File: config.mk
export PLATFORM = sky130hd
export DESIGN_NAME = sub_arbiter
export DESIGN_NICKNAME = d
export VERILOG_FILES = /design/src/rtl/sub_arbiter.sv
export SDC_FILE = /design/constraint.sdc
export NUM_CORES = 1
export LEC_CHECK = 0
export ABC_AREA = 1
export CAP_MARGIN = 20
export CORE_MARGIN = 2
export CORE_UTILIZATION = 46
export CTS_BUF_LIST = sky130_fd_sc_hd__clkbuf_2
export DETAILED_ROUTE_END_ITERATION = 10
export MAX_ROUTING_LAYER = met4
export PLACE_DENSITY = 0.87
export SYNTH_ARGS = -nofsm -noshare
export SYNTH_HDL_FRONTEND = slang
export SYNTH_HIERARCHICAL = 1
export SYNTH_SLANG_ARGS = --single-unit
File: constraint.sdc
create_clock -name clk -period 8.1 [get_ports clk]
set_input_delay 0.81 -clock clk [delete_from_list [all_inputs] [get_ports clk]]
set_output_delay 0.81 -clock clk [all_outputs]
set_load 0.02 [all_outputs]
File: src/rtl/sub_arbiter.sv
// sub_arbiter: round-robin front end for one shared, registered subtractor.
// Grants one requester at a time, launches its operands into the subtractor,
// waits out the subtractor latency and returns the difference with flags.

// Per-requester slice: raises this lane's accept strobe when it is the
// round-robin winner and masks its operands onto the shared operand bus.
module sub_arbiter_lane #(
    parameter int WIDTH = 16,
    parameter int IDW   = 2,
    parameter int IDX   = 0
) (
    input  logic             en,
    input  logic [IDW-1:0]   winner,
    input  logic [WIDTH-1:0] a,
    input  logic [WIDTH-1:0] b,
    output logic             ready,
    output logic [WIDTH-1:0] a_sel,
    output logic [WIDTH-1:0] b_sel
);
    // Lane is selected only when arbitration is open and it won the scan
    always_comb begin
        ready = en && (winner == IDW'(IDX));
        a_sel = ready ? a : '0;
        b_sel = ready ? b : '0;
    end
endmodule

module sub_arbiter #(
    parameter int N_REQ = 4,
    parameter int WIDTH = 16,
    parameter int LAT   = 1,
    parameter int IDW   = 2
) (
    input  logic                   clk,
    input  logic                   rst,
    input  logic [N_REQ-1:0]       req_valid,
    input  logic [N_REQ*WIDTH-1:0] req_a,
    input  logic [N_REQ*WIDTH-1:0] req_b,
    output logic [N_REQ-1:0]       req_ready,
    output logic [WIDTH-1:0]       sub_a,
    output logic [WIDTH-1:0]       sub_b,
    input  logic [WIDTH-1:0]       sub_diff,
    output logic                   rsp_valid,
    input  logic                   rsp_ready,
    output logic [IDW-1:0]         rsp_id,
    output logic [WIDTH-1:0]       rsp_diff,
    output logic                   rsp_borrow,
    output logic                   rsp_zero,
    output logic                   busy
);
    typedef enum logic [1:0] {IDLE, WAIT, RESP} state_t;

    state_t                        state, state_next;
    logic   [IDW-1:0]              ptr, ptr_next, winner;
    logic   [IDW:0]                off, best;
    logic                          any_valid, open, accept;
    logic   [2:0]                  cnt;
    logic                          borrow_q;
    logic   [N_REQ-1:0][WIDTH-1:0] lane_a, lane_b;
    logic   [WIDTH-1:0]            sel_a, sel_b;

    // Round-robin scan: pick the valid requester with the smallest distance
    // from ptr (distance wraps modulo N_REQ, so non-power-of-two counts work)
    always_comb begin
        winner    = '0;
        best      = (IDW+1)'(N_REQ);
        off       = '0;
        any_valid = |req_valid;
        for (int j = 0; j < N_REQ; j++) begin
            if (IDW'(j) >= ptr) off = (IDW+1)'(j) - {1'b0, ptr};
            else                off = (IDW+1)'(j + N_REQ) - {1'b0, ptr};
            if (req_valid[j] && off < best) begin
                best   = off;
                winner = IDW'(j);
            end
        end
        ptr_next = (winner == IDW'(N_REQ - 1)) ? '0 : winner + 1'b1;
        // No accept while reset is held, so nothing is granted and then dropped
        open     = (state == IDLE) && any_valid && !rst;
        accept   = open;
        busy     = (state != IDLE);
    end

    for (genvar g = 0; g < N_REQ; g++) begin : g_lane
        sub_arbiter_lane #(.WIDTH(WIDTH), .IDW(IDW), .IDX(g)) u_lane (
            .en     (open),
            .winner (winner),
            .a      (req_a[g*WIDTH +: WIDTH]),
            .b      (req_b[g*WIDTH +: WIDTH]),
            .ready  (req_ready[g]),
            .a_sel  (lane_a[g]),
            .b_sel  (lane_b[g])
        );
    end

    // OR-combine the masked lane operands; at most one lane is non-zero
    always_comb begin
        sel_a = '0;
        sel_b = '0;
        for (int j = 0; j < N_REQ; j++) begin
            sel_a = sel_a | lane_a[j];
            sel_b = sel_b | lane_b[j];
        end
    end

    // Next-state: grant -> wait out the subtractor -> hold response until taken
    always_comb begin
        state_next = state;
        case (state)
            IDLE:    if (accept) state_next = WAIT;
            WAIT:    if (cnt == 3'(LAT)) state_next = RESP;
            RESP:    if (rsp_ready) state_next = IDLE;
            default: state_next = IDLE;
        endcase
    end

    // State register
    always_ff @(posedge clk) begin
        if (rst) state <= IDLE;
        else     state <= state_next;
    end

    // Datapath: launch operands on accept, capture result after LAT+1 cycles.
    // Borrow is taken from the operands here rather than from sub_diff so it
    // stays correct regardless of how the shared unit reports overflow.
    always_ff @(posedge clk) begin
        if (rst) begin
            ptr        <= '0;
            cnt        <= '0;
            borrow_q   <= 1'b0;
            sub_a      <= '0;
            sub_b      <= '0;
            rsp_valid  <= 1'b0;
            rsp_id     <= '0;
            rsp_diff   <= '0;
            rsp_borrow <= 1'b0;
            rsp_zero   <= 1'b0;
        end else begin
            case (state)
                IDLE: if (accept) begin
                    sub_a    <= sel_a;
                    sub_b    <= sel_b;
                    rsp_id   <= winner;
                    borrow_q <= (sel_a < sel_b);
                    cnt      <= '0;
                    ptr      <= ptr_next;
                end
                WAIT: begin
                    cnt <= cnt + 3'd1;
                    if (cnt == 3'(LAT)) begin
                        rsp_diff   <= sub_diff;
                        rsp_borrow <= borrow_q;
                        rsp_zero   <= (sub_diff == '0);
                        rsp_valid  <= 1'b1;
                    end
                end
                RESP: if (rsp_ready) rsp_valid <= 1'b0;
                default: ;
            endcase
        end
    end
endmodule

# [After elaboration in Yosys (flattened, before gate mapping)]
# Index checks and enable logic that the tools add are counted.
[totals] reg_bits=61 in_bits=151 out_inout_bits=58
[classes] n_addsub=10 order_cmp=9 n_eq_ne=9 mux=28 bitwise_logic=6 reduce_logical=23
[ops] operator="$mux 16" n=8
[ops] operator="$or 16x16->16" n=6
[ops] operator="$mux 3" n=8
[ops] operator="$logic_not 16->1" n=1
[ops] operator="$lt 16x16->1" n=1
[ops] operator="$mux 2" n=6
[ops] operator="$sub 3x2->3 const A" n=4
[ops] operator="$logic_and 1x1->1" n=10
[ops] operator="$lt 3x3->1" n=3
[ops] operator="$eq 2x2->1 const B" n=3
[ops] operator="$pmux 2 s3" n=1
[ops] operator="$pmux 3 s2" n=1
[ops] operator="$reduce_and 2->1" n=3
[ops] operator="$reduce_and 3->1" n=2
[ops] operator="$reduce_bool 2->1" n=3
[ops] operator="$sub 1x2->3 const A" n=2
[ops] operator="$sub 2x2->3 const A" n=2
[ops] operator="$eq 2x1->1 const B" n=2
[ops] operator="$ge 1x2->1 const A" n=2
[ops] operator="$ge 2x2->1 const A" n=2
[ops] operator="$logic_not 2->1" n=2
[ops] operator="$ne 2x2->1 const B" n=2
[ops] operator="$reduce_or 4->1" n=1
[ops] operator="$add 3x1->3 const B" n=1
[ops] operator="other kinds (7)" n=9

# [Logic depth before layout (Yosys ltp)]
[depth] depth_word=21 mapped_depth=35

# [Modules after synthesis]
# Netlist, hierarchy kept.
[by_module_without_submodules] mod="sub_arbiter" instances=1 cells_per_inst=395 area_per_inst_um2=2980.4 seq_area_each_um2=1221.2
[by_module_without_submodules] mod="sub_arbiter_lane (g_lane[1].u_lane ...)" instances=2 cells_per_inst=70 area_per_inst_um2=304.0 seq_area_each_um2=0.0
[by_module_without_submodules] mod="sub_arbiter_lane (g_lane[0].u_lane)" instances=1 cells_per_inst=70 area_per_inst_um2=375.4 seq_area_each_um2=0.0
[by_module_without_submodules] mod="sub_arbiter_lane (g_lane[3].u_lane)" instances=1 cells_per_inst=69 area_per_inst_um2=300.3 seq_area_each_um2=0.0

# [Least setup slack after synthesis]
# No wires, ideal clock.
[synth_timing] path_type="input to register" start="input port req_valid[0]" end="register borrow_q" t_arrival_ps=4603 required_time_ps=8030 path_slack_ps=3426 cell_stages=28 path_buffers=1 cell_sequence="ha_1 nand2_1 nand2_2 nand2_1 o21ai_2 ha_1 a211oi_1 nand2_2 nand2_1 o21ai_0 ha_1 nand3_1 nand3_2 nand2_1 inv_1 nand3_4 buf_6 nor2_1 nor4_1 inv_1 ha_1 a21oi_1 nor2_1 a211oi_1 nand2_1 nand2_1 nand3_1 a21oi_1"
[synth_rtl] item="start, declared" line_no="36" source="input logic [N_REQ-1:0] req_valid,"
[synth_rtl] item="end signal, assigned" line_no="144" source="borrow_q <= (sel_a < sel_b);"
[synth_rtl] item="end, declared" line_no="58" source="logic borrow_q;"

# [Worst setup path in the final report]
[layout_timing] start="register ptr[1]" end="output port req_ready[0]"
[layout_via] elab_chain_len=16
[layout_lines] item="start, declared" line_no="54" source="logic [IDW-1:0] ptr, ptr_next, winner;"
[layout_lines] item="start signal, assigned" line_no="146" source="ptr <= ptr_next;"
[layout_lines] item="$sub 3x2->3 (tied with other cells)" line_no="71" source="else off = (IDW+1)'(j + N_REQ) - {1'b0, ptr};"
[layout_lines] item="$mux 3" line_no="70" source="if (IDW'(j) >= ptr) off = (IDW+1)'(j) - {1'b0, ptr};"
[layout_lines] item="$lt 3x3->1" line_no="72" source="if (req_valid[j] && off < best) begin"
[layout_lines] item="$logic_and 1x1->1" line_no="72"
[layout_lines] item="$mux 3" line_no="72"
[layout_lines] item="$lt 3x3->1" line_no="72"
[layout_lines] item="$logic_and 1x1->1" line_no="72"
[layout_lines] item="$mux 3" line_no="72"
[layout_lines] item="$lt 3x3->1" line_no="72"
[layout_lines] item="$logic_and 1x1->1" line_no="72"
[layout_lines] item="$mux 3" line_no="72"
[layout_lines] item="$lt 3x3->1" line_no="72"
[layout_lines] item="$logic_and 1x1->1" line_no="72"
[layout_lines] item="$mux 2 *" line_no="72"
[layout_lines] item="net winner[1]" line_no="54"
[layout_lines] item="$logic_not 2->1 *" line_no="22" source="ready = en && (winner == IDW'(IDX));"
[layout_lines] item="$logic_and 1x1->1 *" line_no="22"
[layout_lines] item="end, declared" line_no="39" source="output logic [N_REQ-1:0] req_ready,"
# The timed path passes the listed nets; every way through them passes the cells marked *.

==> results list <==
- Number of search-and-repair iterations in the first detailed-routing pass: 5
* Fraction of final layout cells with drive strength greater than 1: 0.0747
* Pin count of the biggest net entering global routing: 38
- Sequential element share of the synthesized area: 0.286
* Post-Syn Area per Cell: 6.33 µm²
- Arr. time, crit path: 5.01 ns
* Final weighted congestion in routability-driven placement: 0.931
* Ranking of synthesized cells by area: sky130_fd_sc_hd__dfxtp_1, sky130_fd_sc_hd__inv_1, sky130_fd_sc_hd__nor2_1, sky130_fd_sc_hd__ha_1, sky130_fd_sc_hd__o21ai_0
- Pwr dens: 174 nW/µm²
- Number of cells produced by synthesis: 674
- Crit path capture type: output pin
- Critical-path cell with the highest stage delay: sky130_fd_sc_hd__clkdlybuf4s50_1
- Average wire per standard cell: 14.3 µm
- Static Leak: 3.30 nW
- Actual slew at the worst max-slew pin: 0.981 ns
* Total clock buffers created by CTS: 9
* Number of diodes: 0
- At the later pin of the worst-skew pair, clock insertion delay measures 0.47 ns.
* Cell chosen for the clock root: sky130_fd_sc_hd__clkbuf_2
- Across all layers, the routed design uses 4940 vias.
- Status: completed
- Count of hold-fix buffers inserted at cts: 0
- Kind of start point of the critical path: flip-flop
- The critical path in this run is classified as reg2out.
* Maximum net fanout on the critical path: 26
- The longest clock path from root to sink contains 2 buffers.
- Netlist Area Pre-Place: 4260 µm²
* Type of the worst min-delay path: reg2reg
* Total GRT Usage: 0.291
* I/O pin count: 209
* Count of pins over their slew limit: 0
- Core Footprint: 9110 µm²
- Synth warnings: 6
- CTS tree: done
* Time the final worst path needs with I/O delays and setup: 5.82 ns
- The die is 100 µm tall.
- Total Routed Length: 14.0 mm
- Leaving out fill and tap cells, the most frequent cell in the layout is sky130_fd_sc_hd__clkdlybuf4s50_1.
* Floorplan die width: 100 µm
* Total power: 1.12 mW
- Data on the critical path is required at its endpoint by 7.29 ns.
- Based on the critical path, the design can be clocked at up to 172 MHz.
- Across the VDD grid, the largest voltage drop is 86.0 µV.
* Initial antenna violation count: 0
- At the end of the flow the core is filled with cells to 0.707.
- Cell type with the highest aggregate area in the netlist: sky130_fd_sc_hd__dfxtp_1
- Once the clock tree was built, the resizer swapped 0 gates to a different size.
* Number of remaining DRC errors: 0
* Clock tree skew after final layout: 0.0206 ns
- Final-stage net count: 1042
- Area enclosed by the die boundary: 10100 µm²
* Max H-tree Level: 3
- In this design, the stage delay of the slowest critical-path cell is 0.60 ns.
- Number of global-route vias before repair: 4921
* Number of vias per cell: 5.04
- Max transition margin: 0.345
- WP buf/inv: 5
- Setup repair after global routing left no endpoint under its margin.
- Total overflow reported by the global router: 0
* Family with the most delay on the worst path: simple AND/OR/NAND/NOR gates
* Net count after synthesis: 849
* # setup viols final: 0
- For this configuration, the core starts out at a cell density of 0.468.
- Number of buffers inserted by post-CTS setup repair: 0
- The top cell types in the final layout, fill and taps aside, are sky130_fd_sc_hd__clkdlybuf4s50_1, sky130_fd_sc_hd__inv_1, sky130_fd_sc_hd__nor2_1, sky130_fd_sc_hd__dfxtp_1, sky130_fd_sc_hd__o21ai_0.
* Count of different cell masters after synthesis: 29
- Count of port buffers added during placement: 208
* DP HPWL: 10.6 mm
* Area growth from synthesis to layout: 50.9%
- The number of hold violations in the final report is 0.
- Once detail routing completed, the nets flagged for antenna violations numbered 0.
- Register clock-pin slew on the reported worst setup and hold paths: 0.15 ns
- The first global-routing pass estimated 22.9 mm of wire.
- Share of the clock period used by the worst path: 0.719
* Max_cap viols: 0
- The first routing iteration left 317 violations.
* Area share of the leading cell type in the synthesized netlist: 0.286
- The floorplan has 35 rows.
- Ordered cell list for the critical path: inv_1 > ha_1 > nand2_1 > inv_1 > ha_1 > nor2_1 > nand2_2 > nand2_1 > o21ai_2 > ha_1 > a211oi_1 > nand2_2 > nand2_1 > o21ai_0 > ha_1 > nand3_1 > nand3_2 > nand2_1 > nor2_1 > nand2_2 > buf_12 > inv_1 > clkdlybuf4s50_1
* Flip-flop and latch count after synthesis: 61
- Adding up every negative setup slack in the final design gives 0 ns.
- Number of sinks handled by clock tree synthesis: 61
==> cells by family (layout without fill, tap and decap cells) <==
group / Yosys count / after routing / synth area share
and+or+nand+nor: 283 / 283 / 0.316
buffers and inverters: 200 / 396 / 0.198
AOI/OAI and AO/OA: 106 / 106 / 0.130
DFF: 61 / 61 / 0.286
adders and majority gates: 24 / 24 / 0.0704
==> area by class of cell <==
class	count	area, µm²
clock buffers	11	55.1
clock inverters	3	38.8
fillers	757	2670
inverters	172	646
multi-input cells	413	2210
flip-flops and latches	61	1220
well taps	111	139
repair buffers	210	2130
==> worst min-delay path: stages, from the launching register on <==
cell                      delay, ns
sky130_fd_sc_hd__dfxtp_1       0.34
sky130_fd_sc_hd__nand2_1       0.06
sky130_fd_sc_hd__a21oi_1       0.05
==> path summary, 6_finish.rpt <==
kind	slack, ns	end	from	depth (start not counted)
max	2.28	req_ready[0]	ptr[1]	23
min	0.47	rsp_valid	rsp_valid	2
max reg2reg	2.41	borrow_q	ptr[1]	30
min reg2reg	0.47	rsp_valid	rsp_valid	2
==> registers in the layout, indices dropped and copies added (netlist names), 2 cells and up <==
| register | cells |
|---|---|
| rsp_diff | 16 |
| sub_b | 16 |
| sub_a | 16 |
| state | 2 |
| ptr | 2 |
| cnt | 3 |
| rsp_id | 2 |
==> Yosys cell counts <==
library cell,number
sky130_fd_sc_hd__a211oi_1,7
sky130_fd_sc_hd__a21oi_1,47
sky130_fd_sc_hd__a31oi_1,1
sky130_fd_sc_hd__and2_1,1
sky130_fd_sc_hd__buf_2,2
sky130_fd_sc_hd__buf_6,12
sky130_fd_sc_hd__clkbuf_1,14
sky130_fd_sc_hd__clkinv_1,1
sky130_fd_sc_hd__dfxtp_1,61
sky130_fd_sc_hd__ha_1,24
sky130_fd_sc_hd__inv_1,168
sky130_fd_sc_hd__inv_2,3
sky130_fd_sc_hd__nand2_1,47
sky130_fd_sc_hd__nand2_2,3
sky130_fd_sc_hd__nand3_1,10
sky130_fd_sc_hd__nand3_2,1
sky130_fd_sc_hd__nand3_4,3
sky130_fd_sc_hd__nand3b_1,1
sky130_fd_sc_hd__nand4_1,1
sky130_fd_sc_hd__nor2_1,142
sky130_fd_sc_hd__nor2_2,33
sky130_fd_sc_hd__nor2_4,3
sky130_fd_sc_hd__nor3_1,2
sky130_fd_sc_hd__nor3_4,1
sky130_fd_sc_hd__nor4_1,33
sky130_fd_sc_hd__o21ai_0,50
sky130_fd_sc_hd__o21ai_2,1
sky130_fd_sc_hd__or2_2,1
sky130_fd_sc_hd__or3_1,1
==> per-layer routing <==
layer,share of wire,global-route usage,vias up
met5,0,-,-
met4,0.029,0.106,0
met3,0.069,0.0620,37
met2,0.49,0.486,204
met1,0.41,0.345,2254
li1,-,-,2445
==> per-stage QoR <==
step / hold slack (ns) / worst slack, ns / cell area [µm²] / std cells
finish: 0.475 / 2.28 / 6440 / 981
detailed placement: 0.453 / 1.73 / 6320 / 966
global placement: 0.449 / 1.89 / 6290 / 965
global route: 0.487 / 1.83 / 6440 / 981
floorplan: 0.446 / 3.43 / 4260 / 674
CTS: 0.473 / 2.00 / 6420 / 980
==> report_power, final <==
part | total (mW) | internal, mW | switching [mW]
combinational | 0.576 | 0.249 | 0.327
clock | 0.175 | 0.0694 | 0.105
sequential | 0.366 | 0.341 | 0.0255
No activity file was read; power rests on OpenSTA's default activity.
